`src/rtl/hpdcache_pkg.sv`:
```
// hpdcache_pkg: shared types for the HPDcache MSHR and its controller.
//   - request field types (cache line, transaction id, source id, word index)
//   - MSHR set/tag/way types and helpers that split a cache line into set and tag
//   - mshr_rsp_status_e: result reported to the miss handler (ALLOC/HIT/FULL)
//   - mshr_ctrl_state_e: controller FSM states
//   - mshr_miss_req_t: captured miss request
package hpdcache_pkg;

    localparam int unsigned HpdcacheNlineWidth = 10;
    localparam int unsigned HpdcacheTidWidth   = 4;
    localparam int unsigned HpdcacheSidWidth   = 2;
    localparam int unsigned HpdcacheWordWidth  = 3;

    localparam int unsigned MshrSetWidth = 2;
    localparam int unsigned MshrWayWidth = 2;
    localparam int unsigned MshrTagWidth = HpdcacheNlineWidth - MshrSetWidth;

    typedef logic [HpdcacheNlineWidth-1:0] hpdcache_nline_t;
    typedef logic [HpdcacheTidWidth-1:0]   hpdcache_req_tid_t;
    typedef logic [HpdcacheSidWidth-1:0]   hpdcache_req_sid_t;
    typedef logic [HpdcacheWordWidth-1:0]  hpdcache_word_t;

    typedef logic [MshrSetWidth-1:0] mshr_set_t;
    typedef logic [MshrTagWidth-1:0] mshr_tag_t;
    typedef logic [MshrWayWidth-1:0] mshr_way_t;

    typedef enum logic [1:0] {
        MshrRspAlloc = 2'd0,
        MshrRspHit   = 2'd1,
        MshrRspFull  = 2'd2
    } mshr_rsp_status_e;

    typedef enum logic [1:0] {
        StIdle   = 2'd0,
        StEval   = 2'd1,
        StAckRsp = 2'd2
    } mshr_ctrl_state_e;

    typedef struct packed {
        hpdcache_nline_t   nline;
        hpdcache_req_tid_t req_id;
        hpdcache_req_sid_t src_id;
        hpdcache_word_t    word;
        logic              need_rsp;
        logic              is_prefetch;
    } mshr_miss_req_t;

    // Low bits of the cache line index the MSHR set, the rest form the tag.
    function automatic mshr_set_t mshr_set_of(hpdcache_nline_t nline);
        return nline[MshrSetWidth-1:0];
    endfunction

    function automatic mshr_tag_t mshr_tag_of(hpdcache_nline_t nline);
        return nline[HpdcacheNlineWidth-1:MshrSetWidth];
    endfunction

endpackage

```
`src/rtl/hpdcache_mshr_ctrl_arb.sv`:
```
// hpdcache_mshr_ctrl_arb: two-way arbiter (miss vs refill ack) with a starvation guard.
// Ack has priority, but after ACK_STREAK_MAX consecutive ack grants while a miss waits,
// the waiting miss is granted.
// Ports:
//   clk_i, rst_i     clock, synchronous active-high reset
//   enable_i         arbitration allowed this cycle (controller idle)
//   miss_valid_i     miss requester valid
//   ack_valid_i      ack requester valid
//   grant_miss_o     miss granted this cycle
//   grant_ack_o      ack granted this cycle
module hpdcache_mshr_ctrl_arb #(
    parameter int unsigned ACK_STREAK_MAX = 4
) (
    input  logic clk_i,
    input  logic rst_i,
    input  logic enable_i,
    input  logic miss_valid_i,
    input  logic ack_valid_i,
    output logic grant_miss_o,
    output logic grant_ack_o
);

    localparam int unsigned StreakW =
        (ACK_STREAK_MAX > 0) ? $clog2(ACK_STREAK_MAX + 1) : 1;
    localparam logic [StreakW-1:0] StreakMax = StreakW'(ACK_STREAK_MAX);

    logic [StreakW-1:0] streak;
    logic               miss_starved;

    assign miss_starved = miss_valid_i && (streak == StreakMax);

    always_comb begin
        grant_ack_o  = 1'b0;
        grant_miss_o = 1'b0;
        if (enable_i) begin
            grant_ack_o  = ack_valid_i && !miss_starved;
            grant_miss_o = miss_valid_i && !grant_ack_o;
        end
    end

    // Counts only acks that overtook a waiting miss; any gap in the miss request resets it.
    always_ff @(posedge clk_i) begin
        if (rst_i) begin
            streak <= '0;
        end else if (!miss_valid_i || grant_miss_o) begin
            streak <= '0;
        end else if (grant_ack_o && (streak != StreakMax)) begin
            streak <= streak + StreakW'(1);
        end
    end

endmodule

```
`src/rtl/hpdcache_mshr_ctrl.sv`:
```
// hpdcache_mshr_ctrl: sequencer/arbiter sharing the single-ported MSHR between the miss
// path (atomic check-then-allocate) and the refill path (acknowledge/release).
// Optional macro HPDCACHE_MSHR_CTRL_STATS_EN adds saturating HIT/FULL/ALLOC counters.
// Ports:
//   clk_i, rst_i                      clock, synchronous active-high reset
//   miss_*_i / miss_ready_o           miss request (valid/ready) and its fields
//   miss_rsp_*_o                      one-cycle result pulse: status, set, way
//   ack_*_i / ack_ready_o             refill ack request (valid/ready), slot to release
//   ack_rsp_valid_o                   pulse one cycle after the ack grant
//   mshr_check_*_o, mshr_hit_i,       MSHR check port and its results
//   mshr_alloc_full_i
//   mshr_alloc_*_o, mshr_alloc_way_i  MSHR alloc port (fields from the capture register)
//   mshr_ack_*_o                      MSHR ack port
//   busy_o                            controller not idle
//   stat_*_o                          outcome counters (stats build only)
module hpdcache_mshr_ctrl
    import hpdcache_pkg::*;
#(
    parameter int unsigned ACK_STREAK_MAX = 4
`ifdef HPDCACHE_MSHR_CTRL_STATS_EN
    ,
    parameter int unsigned STAT_WIDTH = 32
`endif
) (
    input  logic              clk_i,
    input  logic              rst_i,

    input  logic              miss_valid_i,
    output logic              miss_ready_o,
    input  hpdcache_nline_t   miss_nline_i,
    input  hpdcache_req_tid_t miss_req_id_i,
    input  hpdcache_req_sid_t miss_src_id_i,
    input  hpdcache_word_t    miss_word_i,
    input  logic              miss_need_rsp_i,
    input  logic              miss_is_prefetch_i,

    output logic              miss_rsp_valid_o,
    output logic [1:0]        miss_rsp_status_o,
    output mshr_set_t         miss_rsp_set_o,
    output mshr_way_t         miss_rsp_way_o,

    input  logic              ack_valid_i,
    output logic              ack_ready_o,
    input  mshr_set_t         ack_set_i,
    input  mshr_way_t         ack_way_i,
    output logic              ack_rsp_valid_o,

    output logic              mshr_check_o,
    output mshr_set_t         mshr_check_set_o,
    output mshr_tag_t         mshr_check_tag_o,
    input  logic              mshr_hit_i,
    input  logic              mshr_alloc_full_i,

    output logic              mshr_alloc_o,
    output logic              mshr_alloc_cs_o,
    output hpdcache_nline_t   mshr_alloc_nline_o,
    output hpdcache_req_tid_t mshr_alloc_req_id_o,
    output hpdcache_req_sid_t mshr_alloc_src_id_o,
    output hpdcache_word_t    mshr_alloc_word_o,
    output logic              mshr_alloc_need_rsp_o,
    output logic              mshr_alloc_is_prefetch_o,
    input  mshr_way_t         mshr_alloc_way_i,

    output logic              mshr_ack_o,
    output logic              mshr_ack_cs_o,
    output mshr_set_t         mshr_ack_set_o,
    output mshr_way_t         mshr_ack_way_o,

    output logic              busy_o
`ifdef HPDCACHE_MSHR_CTRL_STATS_EN
    ,
    output logic [STAT_WIDTH-1:0] stat_hit_o,
    output logic [STAT_WIDTH-1:0] stat_full_o,
    output logic [STAT_WIDTH-1:0] stat_alloc_o
`endif
);

    mshr_ctrl_state_e state, state_next;
    mshr_miss_req_t   miss_cap;
    logic             grant_miss, grant_ack;

    hpdcache_mshr_ctrl_arb #(
        .ACK_STREAK_MAX (ACK_STREAK_MAX)
    ) u_arb (
        .clk_i        (clk_i),
        .rst_i        (rst_i),
        .enable_i     ((state == StIdle) && !rst_i),
        .miss_valid_i (miss_valid_i),
        .ack_valid_i  (ack_valid_i),
        .grant_miss_o (grant_miss),
        .grant_ack_o  (grant_ack)
    );

    always_ff @(posedge clk_i) begin
        if (rst_i) begin
            state <= StIdle;
        end else begin
            state <= state_next;
        end
    end

    always_ff @(posedge clk_i) begin
        if (rst_i) begin
            miss_cap <= '0;
        end else if (grant_miss) begin
            miss_cap <= '{
                nline:       miss_nline_i,
                req_id:      miss_req_id_i,
                src_id:      miss_src_id_i,
                word:        miss_word_i,
                need_rsp:    miss_need_rsp_i,
                is_prefetch: miss_is_prefetch_i
            };
        end
    end

    // Every output is gated by reset so a reset cycle never leaks a strobe or a pulse.
    always_comb begin
        state_next               = state;
        miss_ready_o             = 1'b0;
        miss_rsp_valid_o         = 1'b0;
        miss_rsp_status_o        = 2'd0;
        miss_rsp_set_o           = '0;
        miss_rsp_way_o           = '0;
        ack_ready_o              = 1'b0;
        ack_rsp_valid_o          = 1'b0;
        mshr_check_o             = 1'b0;
        mshr_check_set_o         = '0;
        mshr_check_tag_o         = '0;
        mshr_alloc_o             = 1'b0;
        mshr_alloc_cs_o          = 1'b0;
        mshr_alloc_nline_o       = '0;
        mshr_alloc_req_id_o      = '0;
        mshr_alloc_src_id_o      = '0;
        mshr_alloc_word_o        = '0;
        mshr_alloc_need_rsp_o    = 1'b0;
        mshr_alloc_is_prefetch_o = 1'b0;
        mshr_ack_o               = 1'b0;
        mshr_ack_cs_o            = 1'b0;
        mshr_ack_set_o           = '0;
        mshr_ack_way_o           = '0;
        busy_o                   = 1'b0;

        if (!rst_i) begin
            busy_o = (state != StIdle);
            unique case (state)
                StIdle: begin
                    if (grant_ack) begin
                        ack_ready_o    = 1'b1;
                        mshr_ack_o     = 1'b1;
                        mshr_ack_cs_o  = 1'b1;
                        mshr_ack_set_o = ack_set_i;
                        mshr_ack_way_o = ack_way_i;
                        state_next     = StAckRsp;
                    end else if (grant_miss) begin
                        miss_ready_o     = 1'b1;
                        mshr_check_o     = 1'b1;
                        mshr_check_set_o = mshr_set_of(miss_nline_i);
                        mshr_check_tag_o = mshr_tag_of(miss_nline_i);
                        state_next       = StEval;
                    end
                end
                // No ready here: nothing can be granted between check and alloc.
                StEval: begin
                    miss_rsp_valid_o = 1'b1;
                    if (mshr_hit_i) begin
                        miss_rsp_status_o = MshrRspHit;
                    end else if (mshr_alloc_full_i) begin
                        miss_rsp_status_o = MshrRspFull;
                    end else begin
                        miss_rsp_status_o        = MshrRspAlloc;
                        miss_rsp_set_o           = mshr_set_of(miss_cap.nline);
                        miss_rsp_way_o           = mshr_alloc_way_i;
                        mshr_alloc_o             = 1'b1;
                        mshr_alloc_cs_o          = 1'b1;
                        mshr_alloc_nline_o       = miss_cap.nline;
                        mshr_alloc_req_id_o      = miss_cap.req_id;
                        mshr_alloc_src_id_o      = miss_cap.src_id;
                        mshr_alloc_word_o        = miss_cap.word;
                        mshr_alloc_need_rsp_o    = miss_cap.need_rsp;
                        mshr_alloc_is_prefetch_o = miss_cap.is_prefetch;
                    end
                    state_next = StIdle;
                end
                StAckRsp: begin
                    ack_rsp_valid_o = 1'b1;
                    state_next      = StIdle;
                end
                default: begin
                    state_next = StIdle;
                end
            endcase
        end
    end

`ifdef HPDCACHE_MSHR_CTRL_STATS_EN
    logic [STAT_WIDTH-1:0] stat_hit, stat_full, stat_alloc;
    logic                  eval_hit, eval_full, eval_alloc;

    assign eval_hit   = miss_rsp_valid_o && (miss_rsp_status_o == MshrRspHit);
    assign eval_full  = miss_rsp_valid_o && (miss_rsp_status_o == MshrRspFull);
    assign eval_alloc = miss_rsp_valid_o && (miss_rsp_status_o == MshrRspAlloc);

    always_ff @(posedge clk_i) begin
        if (rst_i) begin
            stat_hit   <= '0;
            stat_full  <= '0;
            stat_alloc <= '0;
        end else begin
            if (eval_hit && (stat_hit != '1)) begin
                stat_hit <= stat_hit + STAT_WIDTH'(1);
            end
            if (eval_full && (stat_full != '1)) begin
                stat_full <= stat_full + STAT_WIDTH'(1);
            end
            if (eval_alloc && (stat_alloc != '1)) begin
                stat_alloc <= stat_alloc + STAT_WIDTH'(1);
            end
        end
    end

    assign stat_hit_o   = stat_hit;
    assign stat_full_o  = stat_full;
    assign stat_alloc_o = stat_alloc;
`endif

endmodule

```
`config.mk`:
```
export PLATFORM = sky130hd
export DESIGN_NAME = hpdcache_mshr_ctrl
export DESIGN_NICKNAME = d
export VERILOG_FILES = /design/src/rtl/hpdcache_pkg.sv /design/src/rtl/hpdcache_mshr_ctrl_arb.sv /design/src/rtl/hpdcache_mshr_ctrl.sv
export SDC_FILE = /design/constraint.sdc
export NUM_CORES = 1
export LEC_CHECK = 0
export ABC_AREA = 1
export BUFFER_PORTS_ARGS = -buffer_cell sky130_fd_sc_hd__buf_2
export CORE_AREA = 4 4 62 64
export DETAILED_ROUTE_END_ITERATION = 10
export DIE_AREA = 0 0 66 68
export GPL_ROUTABILITY_DRIVEN = 0
export PLACE_DENSITY_LB_ADDON = 0.12
export SYNTH_ARGS = -nofsm -noshare
export SYNTH_HDL_FRONTEND = slang
export SYNTH_SLANG_ARGS = --single-unit
```
`constraint.sdc`:
```
create_clock -name clk_i -period 1.8 [get_ports clk_i]
set_clock_uncertainty 0.05 [all_clocks]
set_input_delay 0.18 -clock clk_i [delete_from_list [all_inputs] [get_ports clk_i]]
set_output_delay 0.18 -clock clk_i [all_outputs]
set_load 0.1 [all_outputs]
```
==> flow_summary.json, run 1 <==
{
  "worst_endpoint_kind": "primary output",
  "numPortBuffers": 83,
  "firstError": "[ERROR GRT-0232] Routing congestion too high. Check the congestion heatmap in the GUI.",
  "cts_sinks": 26,
  "failing_step": "5_1_grt",
  "synth_seq_cells": 26,
  "clockRootBuffer": "clkbuf_4",
  "post_synth_num_cell_types": 20,
  "status": "stopped before the end",
  "synth_area_um2": 1360,
  "cts_made_buffers": 3,
  "postSynthCellCount": 210,
  "dpl.hpwl_um": 3590,
  "grt_max_degree": 24,
  "synth_seq_area_share": 0.384,
  "htree_levels": 1,
  "antenna_found_initial": 1,
  "num_rows": 21,
  "ys_warn_count": 0,
  "place_worst_setup_slack_ns": 0.111,
  "dieHeight_um": 68,
  "dpl_cell_area_um2": 2740,
  "grt_overflow_total": 46,
  "syn-num-nets": 245,
  "initial_core_util": 0.413,
  "num_io_pins": 84,
  "die_w_um": 66,
  "clk_path_buf_depth": 2,
  "grtUsageTotal": 0.669,
  "avgSynthCellArea_um2": 6.45,
  "grt_worst_setup_endpoint": "mshr_alloc_nline_o[0]"
}
## synth_stat cells
master,instances,share of area
a21boi_2,1,0.0083
a21oi_1,14,0.052
buf_2,4,0.015
buf_4,7,0.039
buf_6,2,0.017
clkbuf_1,2,0.0055
dfxtp_1,26,0.38
ha_1,2,0.018
inv_1,47,0.13
inv_2,3,0.0083
nand2_1,16,0.044
nand2_2,2,0.0092
nand3_1,16,0.059
nand3_2,1,0.0074
nor2_1,52,0.14
nor2_2,1,0.0046
nor3_1,2,0.0074
o21ai_0,8,0.030
o21ai_1,3,0.011
xor2_1,1,0.0065
## what timing repair did
action | CTS
setup buffers | 12
setup endpoints to repair | 44
pin swaps | 11
hold buffers | 0
cloned | 3
gates resized for setup | 32
## per-layer routing
metal | overflow | GRT usage
met3 | 0 | 0.433
met1 | 0 | 0.641
met2 | 23 | 0.882
met4 | 23 | 0.797
met5 | 0 | 0.0500
## kinds of logic after synthesis
logic type               Yosys count  synth area share
flip-flops                        26             0.384
adder cells (fa/ha/maj)            2            0.0185
buffers and inverters             65             0.214
AND/OR/NAND/NOR                   90             0.276
AO/OA/AOI/OAI                     26             0.101
XOR/XNOR                           1           0.00646
## metrics by stage
step | setup TNS, ns | instances
2_1_floorplan | -13.95 | 210
3_3_place_gp | 0 | 330
3_5_place_dp | 0 | 330
4_1_cts | -5.29 | 349
==> run 2: changes to the inputs <==
--- a/config.mk
+++ b/config.mk
@@ -7,11 +7,11 @@
 export LEC_CHECK = 0
 export ABC_AREA = 1
 export BUFFER_PORTS_ARGS = -buffer_cell sky130_fd_sc_hd__buf_2
-export CORE_AREA = 4 4 62 64
+export CORE_AREA = 4 4 65 67
 export DETAILED_ROUTE_END_ITERATION = 10
-export DIE_AREA = 0 0 66 68
+export DIE_AREA = 0 0 69 71
 export GPL_ROUTABILITY_DRIVEN = 0
-export PLACE_DENSITY_LB_ADDON = 0.12
+export PLACE_DENSITY_LB_ADDON = 0.15
 export SYNTH_ARGS = -nofsm -noshare
 export SYNTH_HDL_FRONTEND = slang
 export SYNTH_SLANG_ARGS = --single-unit
==> run 2 against run 1 <==
Compared with the run above:
- the flow now finishes, with violations (setup timing)
- synthesized area unchanged
- synthesized cell count unchanged
==> flow_summary.json, run 2 <==
{
  "power_density_nw_per_um2": 439,
  "cp.arrival_ns": 1.72,
  "synth_area_um2": 1360,
  "fin_util": 0.918,
  "hold_ws_ns": 0.0918,
  "power_leakage_nw": 1.27,
  "r2r_setup_slack_ns": -0.07,
  "top_register": "miss_cap",
  "reg2reg_to": "u_arb.streak[0]$_SDFFE_PP0P_",
  "hold_path_class": "input port to register",
  "numPortBuffers": 83,
  "synthToLayoutAreaGrowth_pct": 146,
  "core_area_um2": 3630,
  "reg2regPathDepth": 12,
  "grtUsageTotal": 0.238,
  "cp-endpoint": "mshr_ack_set_o[0]",
  "final_area_um2": 3340,
  "synth_edf_count": 0,
  "diodes": 0,
  "drt-wirelength-per-cell_um": 19.5,
  "ys_async_sr_fraction": 0,
  "max_freq_mhz": 513,
  "place_worst_setup_slack_ns": 0.130,
  "clockRootBuffer": "clkbuf_8",
  "initial_core_util": 0.373,
  "rsz0062_at_grt": "yes",
  "clk_path_buf_depth": 2,
  "tns_ns": -4.56,
  "drc": 0,
  "totalWireLength_um": 7180,
  "layout_commonest_cell": "buf_12",
  "vias": 1886,
  "nNetsFinal": 357,
  "synth_seq_area_share": 0.384,
  "drive_gt1_frac": 0.616,
  "seq_area_um2": 526,
  "synth_seq_cells": 26,
  "synth_common_cells": "nor2_1, inv_1, dfxtp_1, nand2_1, nand3_1",
  "synth_top_cell_area_share": 0.384,
  "path_clk_slew_ns": 0.10,
  "r2r-start": "u_arb.streak[0]$_SDFFE_PP0P_",
  "multi_input_area_um2": 930,
  "crit_path_end_kind": "output port",
  "synthFlopType": "dfxtp_1",
  "min_period_over_period": 1.08,
  "antenna_left": 0,
  "worstSetupStartpointType": "register",
  "relSlewSlack": 0.666,
  "worstPathMaxFanout": 4,
  "dpl.hpwl_um": 3600,
  "num_rows": 22,
  "reg.largest.list": "miss_cap (21), u_arb.streak (3), state (2)",
  "worst_pin_slew_ns": 0.504,
  "cts_tree": "built",
  "num_io_pins": 84,
  "mostFrequentLayoutCells": "buf_12, buf_2, inv_1",
  "setup_violations": 49,
  "violations": "setup timing",
  "largest_register_ffs": 21,
  "crit_required_ns": 1.57,
  "clk_latency_ns": 0.28,
  "drtIter0Drc": 137,
  "ys_warn_count": 0,
  "critPathLaunch": "u_arb.streak[0]$_SDFFE_PP0P_",
  "htree_levels": 1,
  "cts_sinks": 26,
  "yosys-top-cells-area": "dfxtp_1, nor2_1, inv_1",
  "postSynthCellCount": 210,
  "viasPerCell": 5.13,
  "synth.most_common_cell": "nor2_1",
  "synth_top_area_cell": "dfxtp_1",
  "dpl_cell_area_um2": 2750,
  "max_cap_violations": 0,
  "firstDrtPassIters": 4,
  "finalHoldViolCount": 0,
  "grt_overflow_total": 0,
  "min_period_ns": 1.95,
  "fillers": 129,
  "antenna_found_initial": 0,
  "avgSynthCellArea_um2": 6.45,
  "status": "complete, but fails checks",
  "cts_made_buffers": 3,
  "dieHeight_um": 71,
  "drv_slew": 0,
  "critical_path_class": "register to output port",
  "fp.dieArea_um2": 4900,
  "ir_drop_uv": 360,
  "die_w_um": 69,
  "grt_pass1_vias": 1918,
  "grt_max_degree": 18,
  "syn-num-nets": 245,
  "post_synth_num_cell_types": 20,
  "grt_pass1_wl_um": 9490,
  "fin_ws_ns": -0.148
}
run 2: cell counts after synthesis:
Identical to the previous run, type by type.
run 2: logic make-up after synthesis:
group                    synth area share
buffers and inverters               0.214
AND/OR/NAND/NOR                     0.276
AO/OA/AOI/OAI                       0.101
flip-flops                          0.384
adder cells (fa/ha/maj)            0.0185
XOR/XNOR                          0.00646
run 2: timing repair:
item / 4_1_cts / 5_1_grt
pin swaps: 5 / 12
setup endpoints to repair: 33 / 50
gates cloned: 2 / 0
resized for setup: 40 / 22
buffers inserted: 15 / 15
hold buffers: 0 / 0
run 2: worst min-delay path by stage:
stage                           startpoint                   endpoint  slack [ns]  cells past startpoint
after floorplan                      rst_i  miss_cap[11]$_SDFFE_PP0P_        0.20                      1
after global placement    miss_src_id_i[0]   miss_cap[5]$_SDFFE_PP0P_        0.37                      3
after detailed placement  miss_src_id_i[0]   miss_cap[5]$_SDFFE_PP0P_        0.38                      3
after global routing      miss_req_id_i[2]   miss_cap[9]$_SDFFE_PP0P_        0.12                      3
after CTS                 miss_src_id_i[0]   miss_cap[5]$_SDFFE_PP0P_         0.1                      3
final                     miss_req_id_i[2]   miss_cap[9]$_SDFFE_PP0P_        0.09                      3
run 2: critical path, cell delays in order, from the launching register on:
cell and delay, ns:
dfxtp_2 0.36, inv_2 0.05, ha_4 0.16, buf_4 0.14, nand3_2 0.09, nand2_2 0.09, nor2_4 0.15, inv_4 0.09
nor2_4 0.13, buf_12 0.18
run 2: stage by stage:
step | std cells | power, mW
2_1_floorplan | 210 | 0.888
3_3_place_gp | 335 | 1.01
3_5_place_dp | 335 | 1.02
4_1_cts | 355 | 1.38
5_1_grt | 368 | 1.51
6_report | 368 | 1.46
run 2: final cells by class:
type,count,share of cell area
clock buffers,3,0.0124
multi-input cells,119,0.279
repair buffers,122,0.458
inverters,50,0.0750
flip-flops and latches,26,0.158
well taps,48,0.0180
run 2: power breakdown:
group | total, mW | switching (mW) | internal, mW | leakage (nW)
clock | 0.347 | 0.197 | 0.151 | 0.0216
combinational | 0.506 | 0.330 | 0.176 | 1.04
sequential | 0.612 | 0.0145 | 0.597 | 0.213
total | 1.46 | 0.541 | 0.924 | 1.27
run 2: per-layer routing:
metal / global-route usage / wire [µm] / vias to the layer above
met4: 0.0868 / 344 / 0
met1: 0.257 / 2470 / 897
met3: 0.0483 / 402 / 31
met5: 0 / 0 / -
met2: 0.456 / 3960 / 115
li1: - / - / 843
No activity file was read; power rests on OpenSTA's default activity.
==> run 3: changes to the inputs <==
--- a/config.mk
+++ b/config.mk
@@ -15,3 +15,4 @@
 export SYNTH_ARGS = -nofsm -noshare
 export SYNTH_HDL_FRONTEND = slang
 export SYNTH_SLANG_ARGS = --single-unit
+export TNS_END_PERCENT = 20
==> constraint.sdc (replaced) <==
create_clock -name clk_i -period 2.2 [get_ports clk_i]
set_clock_uncertainty 0.05 [all_clocks]
set_input_delay 0.22 -clock clk_i [delete_from_list [all_inputs] [get_ports clk_i]]
set_output_delay 0.22 -clock clk_i [all_outputs]
set_load 0.1 [all_outputs]
==> run 3 against run 2 <==
Compared with the run above:
- the run now ends clean
- combinational power shrank 42%
- sequential cell count is the same
- utilization shrank 19 points
- final area shrank 21%
- clock power grew 15%
- global-route usage shrank 8.1 points
- final cell count shrank 9.5%
- wire length shrank 45%
- sequential power shrank 19%
==> flow_summary.json, run 3 (synthesis results as in run 2) <==
{
  "status": "completed",
  "clk_path_buf_depth": 2,
  "antenna_left": 0,
  "max_freq_mhz": 487,
  "fin_ws_ns": 0.146,
  "clk_latency_ns": 0.28,
  "totalPowerFinal_mw": 1.19,
  "power_leakage_nw": 1.14,
  "cts_made_buffers": 3,
  "ir_drop_uv": 321,
  "initial_core_util": 0.373,
  "cts_tree": "built",
  "grt_pass1_wl_um": 6290,
  "die_w_um": 69,
  "cts_resized": 0,
  "grt_overflow_total": 0,
  "cp.arrival_ns": 1.78,
  "max_cap_violations": 0,
  "top_register": "miss_cap",
  "tns_ns": 0,
  "dpl_cell_area_um2": 2540,
  "drv_slew": 0,
  "critical_path_class": "register to output port",
  "worst_pin_slew_ns": 0.489,
  "drive_gt1_frac": 0.484,
  "min_period_ns": 2.05,
  "relSlewSlack": 0.676,
  "grt_max_degree": 25,
  "place_worst_setup_slack_ns": 0.155,
  "min_path_cells": 3,
  "fillers": 284,
  "path_clk_slew_ns": 0.09,
  "antenna_found_initial": 0,
  "final_area_um2": 2640,
  "worstPathMaxFanout": 6,
  "power_density_nw_per_um2": 451,
  "largest_register_ffs": 21,
  "mostFrequentLayoutCells": "buf_12, inv_1, buf_2",
  "grtUsageTotal": 0.157,
  "numPortBuffers": 83,
  "cts_sinks": 26,
  "crit_required_ns": 1.93,
  "setup_violations": 0,
  "num_rows": 22,
  "hold_path_class": "input port to register",
  "fin_cells": 333,
  "nNetsFinal": 321,
  "fp.dieArea_um2": 4900,
  "crit_path_end_kind": "output port",
  "vias": 1483,
  "drtIter0Drc": 77,
  "dp_cells": 328,
  "fin_util": 0.727,
  "reg.largest.list": "miss_cap (21), u_arb.streak (3), state (2)",
  "clockRootBuffer": "clkbuf_8",
  "totalWireLength_um": 3930,
  "diodes": 0,
  "num_io_pins": 84,
  "drt-wirelength-per-cell_um": 11.8,
  "viasPerCell": 4.45,
  "holdBufCountCts": 0,
  "dpl.hpwl_um": 3120,
  "synthToLayoutAreaGrowth_pct": 94.8,
  "htree_levels": 1,
  "hold_ws_ns": 0.128,
  "drc": 0,
  "cts_setup_buffers": 0,
  "min_period_over_period": 0.933,
  "worstSetupStartpointType": "register",
  "core_area_um2": 3630,
  "rsz0062_at_grt": "yes",
  "firstDrtPassIters": 4,
  "grt_pass1_vias": 1407,
  "dieHeight_um": 71,
  "finalHoldViolCount": 0,
  "layout_commonest_cell": "buf_12",
  "reg2regPathDepth": 8
}
## run 3: changes by cell type in the layout (fill, tap and decap cells not counted), sizes merged
cell      delta
inv         +11
clkinvlp    -10
clkinv       -1
bufinv       +1
nand3        +1
buf         -37
## run 3: final cells by class
class | count | area [µm²] | area share
well taps | 48 | 60.1 | 0.0227
flip-flops and latches | 26 | 523 | 0.198
repair buffers | 85 | 1080 | 0.408
clock buffers | 3 | 41.3 | 0.0156
clock inverters | 1 | 30.0 | 0.0114
multi-input cells | 120 | 712 | 0.270
inverters | 50 | 198 | 0.0749
## run 3: path summary, 6_finish.rpt
check | to | slack [ns] | startpoint
worst max-delay path | mshr_check_set_o[0] | 0.15 | u_arb.streak[1]$_SDFFE_PP0P_
worst min-delay path | miss_cap[9]$_SDFFE_PP0P_ | 0.13 | miss_req_id_i[2]
worst max register to register | miss_cap[8]$_SDFFE_PP0P_ | 0.60 | u_arb.streak[1]$_SDFFE_PP0P_
worst min register to register | miss_cap[16]$_SDFFE_PP0P_ | 0.42 | miss_cap[16]$_SDFFE_PP0P_
## run 3: per-layer routing
layer / global-route usage / share of wire / up-vias
met5: 0 / 0 / -
met4: 0.0651 / 0.017 / 0
met3: 0.0497 / 0.082 / 5
met2: 0.273 / 0.50 / 56
met1: 0.178 / 0.40 / 651
li1: - / - / 771
## run 3: worst max-delay path, cell delays in order (launching register included)
cell	delay [ns]
dfxtp_2	0.34
inv_2	0.06
ha_4	0.14
nand2_2	0.10
a21boi_4	0.25
buf_4	0.18
nand3_1	0.12
inv_1	0.13
buf_12	0.18
## run 3: power by group
part	leakage, nW	internal, mW	switching (mW)	total (mW)
clock	0.0357	0.244	0.154	0.398
sequential	0.212	0.488	0.00863	0.497
combinational	0.887	0.0907	0.205	0.295
total	1.14	0.823	0.368	1.19
==> run 4: changes to the inputs <==
--- a/config.mk
+++ b/config.mk
@@ -14,5 +14,6 @@
 export PLACE_DENSITY_LB_ADDON = 0.15
 export SYNTH_ARGS = -nofsm -noshare
 export SYNTH_HDL_FRONTEND = slang
+export SYNTH_HIERARCHICAL = 1
 export SYNTH_SLANG_ARGS = --single-unit
 export TNS_END_PERCENT = 20
==> run 4 against run 3 <==
Compared with the run above:
- worst hold slack worse by 0.0059 ns
- largest cell class unchanged
- final cell count grew 6.0%
- combinational power fell by 4%
- die area did not move
- clock power barely moved
- via count rose by 5.9%
- synthesized area up 1.8%
- register-to-register slack got worse by 0.19 ns
- critical endpoint is now mshr_check_tag_o[0]
==> flow_summary.json, run 4 <==
{
  "status": "completed",
  "hold_path_class": "input port to register",
  "synth_top_cell_area_share": 0.377,
  "num_rows": 22,
  "drc": 0,
  "synth_area_um2": 1380,
  "reg.largest.list": "miss_cap (21), u_arb/streak (3), state (2)",
  "clockRootBuffer": "clkbuf_8",
  "synth-simple-area-share": 0.355,
  "critical_path_class": "register to output port",
  "top_layer_used": "met4",
  "viasPerCell": 4.45,
  "yosys.area_share.adder": 0.0181,
  "wl_met3_um": 372,
  "crit_required_ns": 1.93,
  "cts_tree": "built",
  "mostFrequentLayoutCells": "nor2_1, buf_12, buf_2",
  "postSynthCellCount": 225,
  "power_density_nw_per_um2": 427,
  "firstDrtPassIters": 4,
  "power_leakage_nw": 1.17,
  "ir_drop_uv": 410,
  "top_register": "miss_cap",
  "path_clk_slew_ns": 0.10,
  "relSlewSlack": 0.677,
  "cp.arrival_ns": 1.85,
  "dieHeight_um": 71,
  "yosys-top-cells-area": "dfxtp_1, nor2_1, nand2_1",
  "dp_cells": 347,
  "rsz0062_at_grt": "yes",
  "fillers": 254,
  "r2r-start": "state[1]$_SDFFE_PP0P_",
  "post_synth_num_cell_types": 18,
  "core_area_um2": 3630,
  "die_w_um": 69,
  "grt_max_degree": 25,
  "finalHoldViolCount": 0,
  "drt-wirelength-per-cell_um": 12.1,
  "ys_async_sr_fraction": 0,
  "min_period_ns": 2.12,
  "nNetsFinal": 341,
  "worstPathMaxFanout": 5,
  "synth-xor-area-share": 0,
  "cpPeakStageDelay_ns": 0.33,
  "max_freq_mhz": 472,
  "grt_pass1_vias": 1483,
  "clk_latency_ns": 0.27,
  "avgSynthCellArea_um2": 6.13,
  "synth_compound_area_frac": 0.0862,
  "synth_seq_cells": 26,
  "drtIter0Drc": 47,
  "holdBufCountCts": 0,
  "htree_levels": 1,
  "crit_slowest_cell": "dfxtp_1",
  "grt_overflow_total": 0,
  "synth_top_family_by_area": "simple AND/OR/NAND/NOR gates",
  "cts_made_buffers": 3,
  "totalPowerFinal_mw": 1.18,
  "synth_edf_count": 0,
  "crit_chain": "inv_1 > ha_2 > nand3_2 > nand2_2 > nor2_4 > inv_4 > nand3_4 > clkbuf_16 > nor2_4 > buf_12",
  "synthToLayoutAreaGrowth_pct": 101,
  "tns_ns": 0,
  "worst_pin_slew_ns": 0.488,
  "drive_gt1_frac": 0.430,
  "clk_path_buf_depth": 2,
  "largest_register_ffs": 21,
  "m1WireLength_um": 1730,
  "vias": 1571,
  "numPortBuffers": 83,
  "ys_warn_count": 6,
  "synthMuxAreaShare": 0,
  "worstSetupStartpointType": "register",
  "fp.dieArea_um2": 4900,
  "crit_path_end_kind": "output port",
  "diodes": 0,
  "drv_slew": 0,
  "grtUsageTotal": 0.167,
  "min-delay-start": "miss_word_i[0]",
  "synthFlopType": "dfxtp_1",
  "setup_violations": 0,
  "dpl.hpwl_um": 3210,
  "grt_pass1_wl_um": 6830,
  "syn-num-nets": 260,
  "min_period_over_period": 0.963,
  "wl_met2_um": 2120,
  "antenna_found_initial": 0,
  "synth.most_common_cell": "nor2_1",
  "num_io_pins": 84,
  "layout_commonest_cell": "nor2_1",
  "crit_path_frequent_cell": "nor2_4",
  "synth_seq_area_share": 0.377,
  "max_cap_violations": 0,
  "synth_top_area_cell": "dfxtp_1",
  "cts_sinks": 26,
  "initial_core_util": 0.379,
  "critPathLaunch": "u_arb/streak[1]$_SDFFE_PP0P_",
  "totalWireLength_um": 4260,
  "synth_common_cells": "nor2_1, nand2_1, inv_1, dfxtp_1, a21oi_1",
  "antenna_left": 0,
  "fin_cells": 353
}
[run 4: cell types whose count changed in the layout (fill, tap and decap cells not counted), sizes merged]
cell / previous run / this run
nor2: 53 / 77
nand2: 18 / 36
inv: 48 / 37
nand3: 18 / 7
buf: 85 / 90
a21oi: 14 / 12
clkinvlp: 2 / 0
nand4: 0 / 2
nor3: 2 / 0
a21boi: 1 / 0
clkbuf: 3 / 4
xor2: 1 / 0
[run 4: final timing paths]
| path | to | slack [ns] | cells after the start |
|---|---|---|---|
| setup / recovery | mshr_check_tag_o[0] | 0.08 | 10 |
| hold / removal | miss_cap[2]$_SDFFE_PP0P_ | 0.12 | 3 |
| setup reg to reg | miss_cap[7]$_SDFFE_PP0P_ | 0.41 | 10 |
| hold reg to reg | miss_cap[16]$_SDFFE_PP0P_ | 0.42 | 2 |
[run 4: area by class of cell]
type / instances / area, µm² / area share
clock buffer: 3 / 41.3 / 0.0149
clock inverter: 1 / 30.0 / 0.0108
inverter: 37 / 141 / 0.0510
multi-input combinational: 147 / 777 / 0.280
sequential: 26 / 520 / 0.188
tap: 48 / 60.1 / 0.0217
timing repair buffer: 91 / 1200 / 0.433
[run 4: cell families after synthesis]
| kind of cell | after synthesis |
|---|---|
| DFF | 26 |
| AOI/OAI and AO/OA | 23 |
| buffers and inverters | 52 |
| adders and majority gates | 2 |
| and+or+nand+nor | 122 |
[run 4: metal layers]
metal	vias up	GRT usage
met4	0	0.0347
met2	49	0.288
met1	692	0.202
met5	-	0
li1	826	-
met3	4	0.0568
[run 4: stage by stage]
stage          cell area (µm²)  hold slack (ns)  utilization  worst slack [ns]
2_1_floorplan             1530            0.305            -            -0.187
3_3_place_gp              2640            0.396        0.725             0.271
3_5_place_dp              2640            0.404        0.725             0.204
4_1_cts                   2710            0.121        0.747            0.0148
5_1_grt                   2770            0.121        0.762           -0.0343
6_report                  2770            0.122        0.762            0.0822
[run 4: power breakdown]
group | internal, mW | switching (mW) | total [mW] | leakage (nW)
sequential | 0.490 | 0.0104 | 0.500 | 0.212
clock | 0.243 | 0.156 | 0.400 | 0.0357
combinational | 0.102 | 0.180 | 0.282 | 0.920
total | 0.835 | 0.347 | 1.18 | 1.17
[run 4: critical path, delay by kind of cell, from the launching register on]
kind,cells,cell delay [ns]
flip-flops,1,0.33
AND/OR/NAND/NOR,5,0.53
adder cells (fa/ha/maj),1,0.19
buffers and inverters,4,0.53
[run 4: timing repair]
action | 4_1_cts | 5_1_grt
gates cloned | 0 | 1
pin swaps | 1 | 3
setup endpoints to repair | 15 | 15
setup buffers | 1 | 0
gates resized for setup | 1 | 10
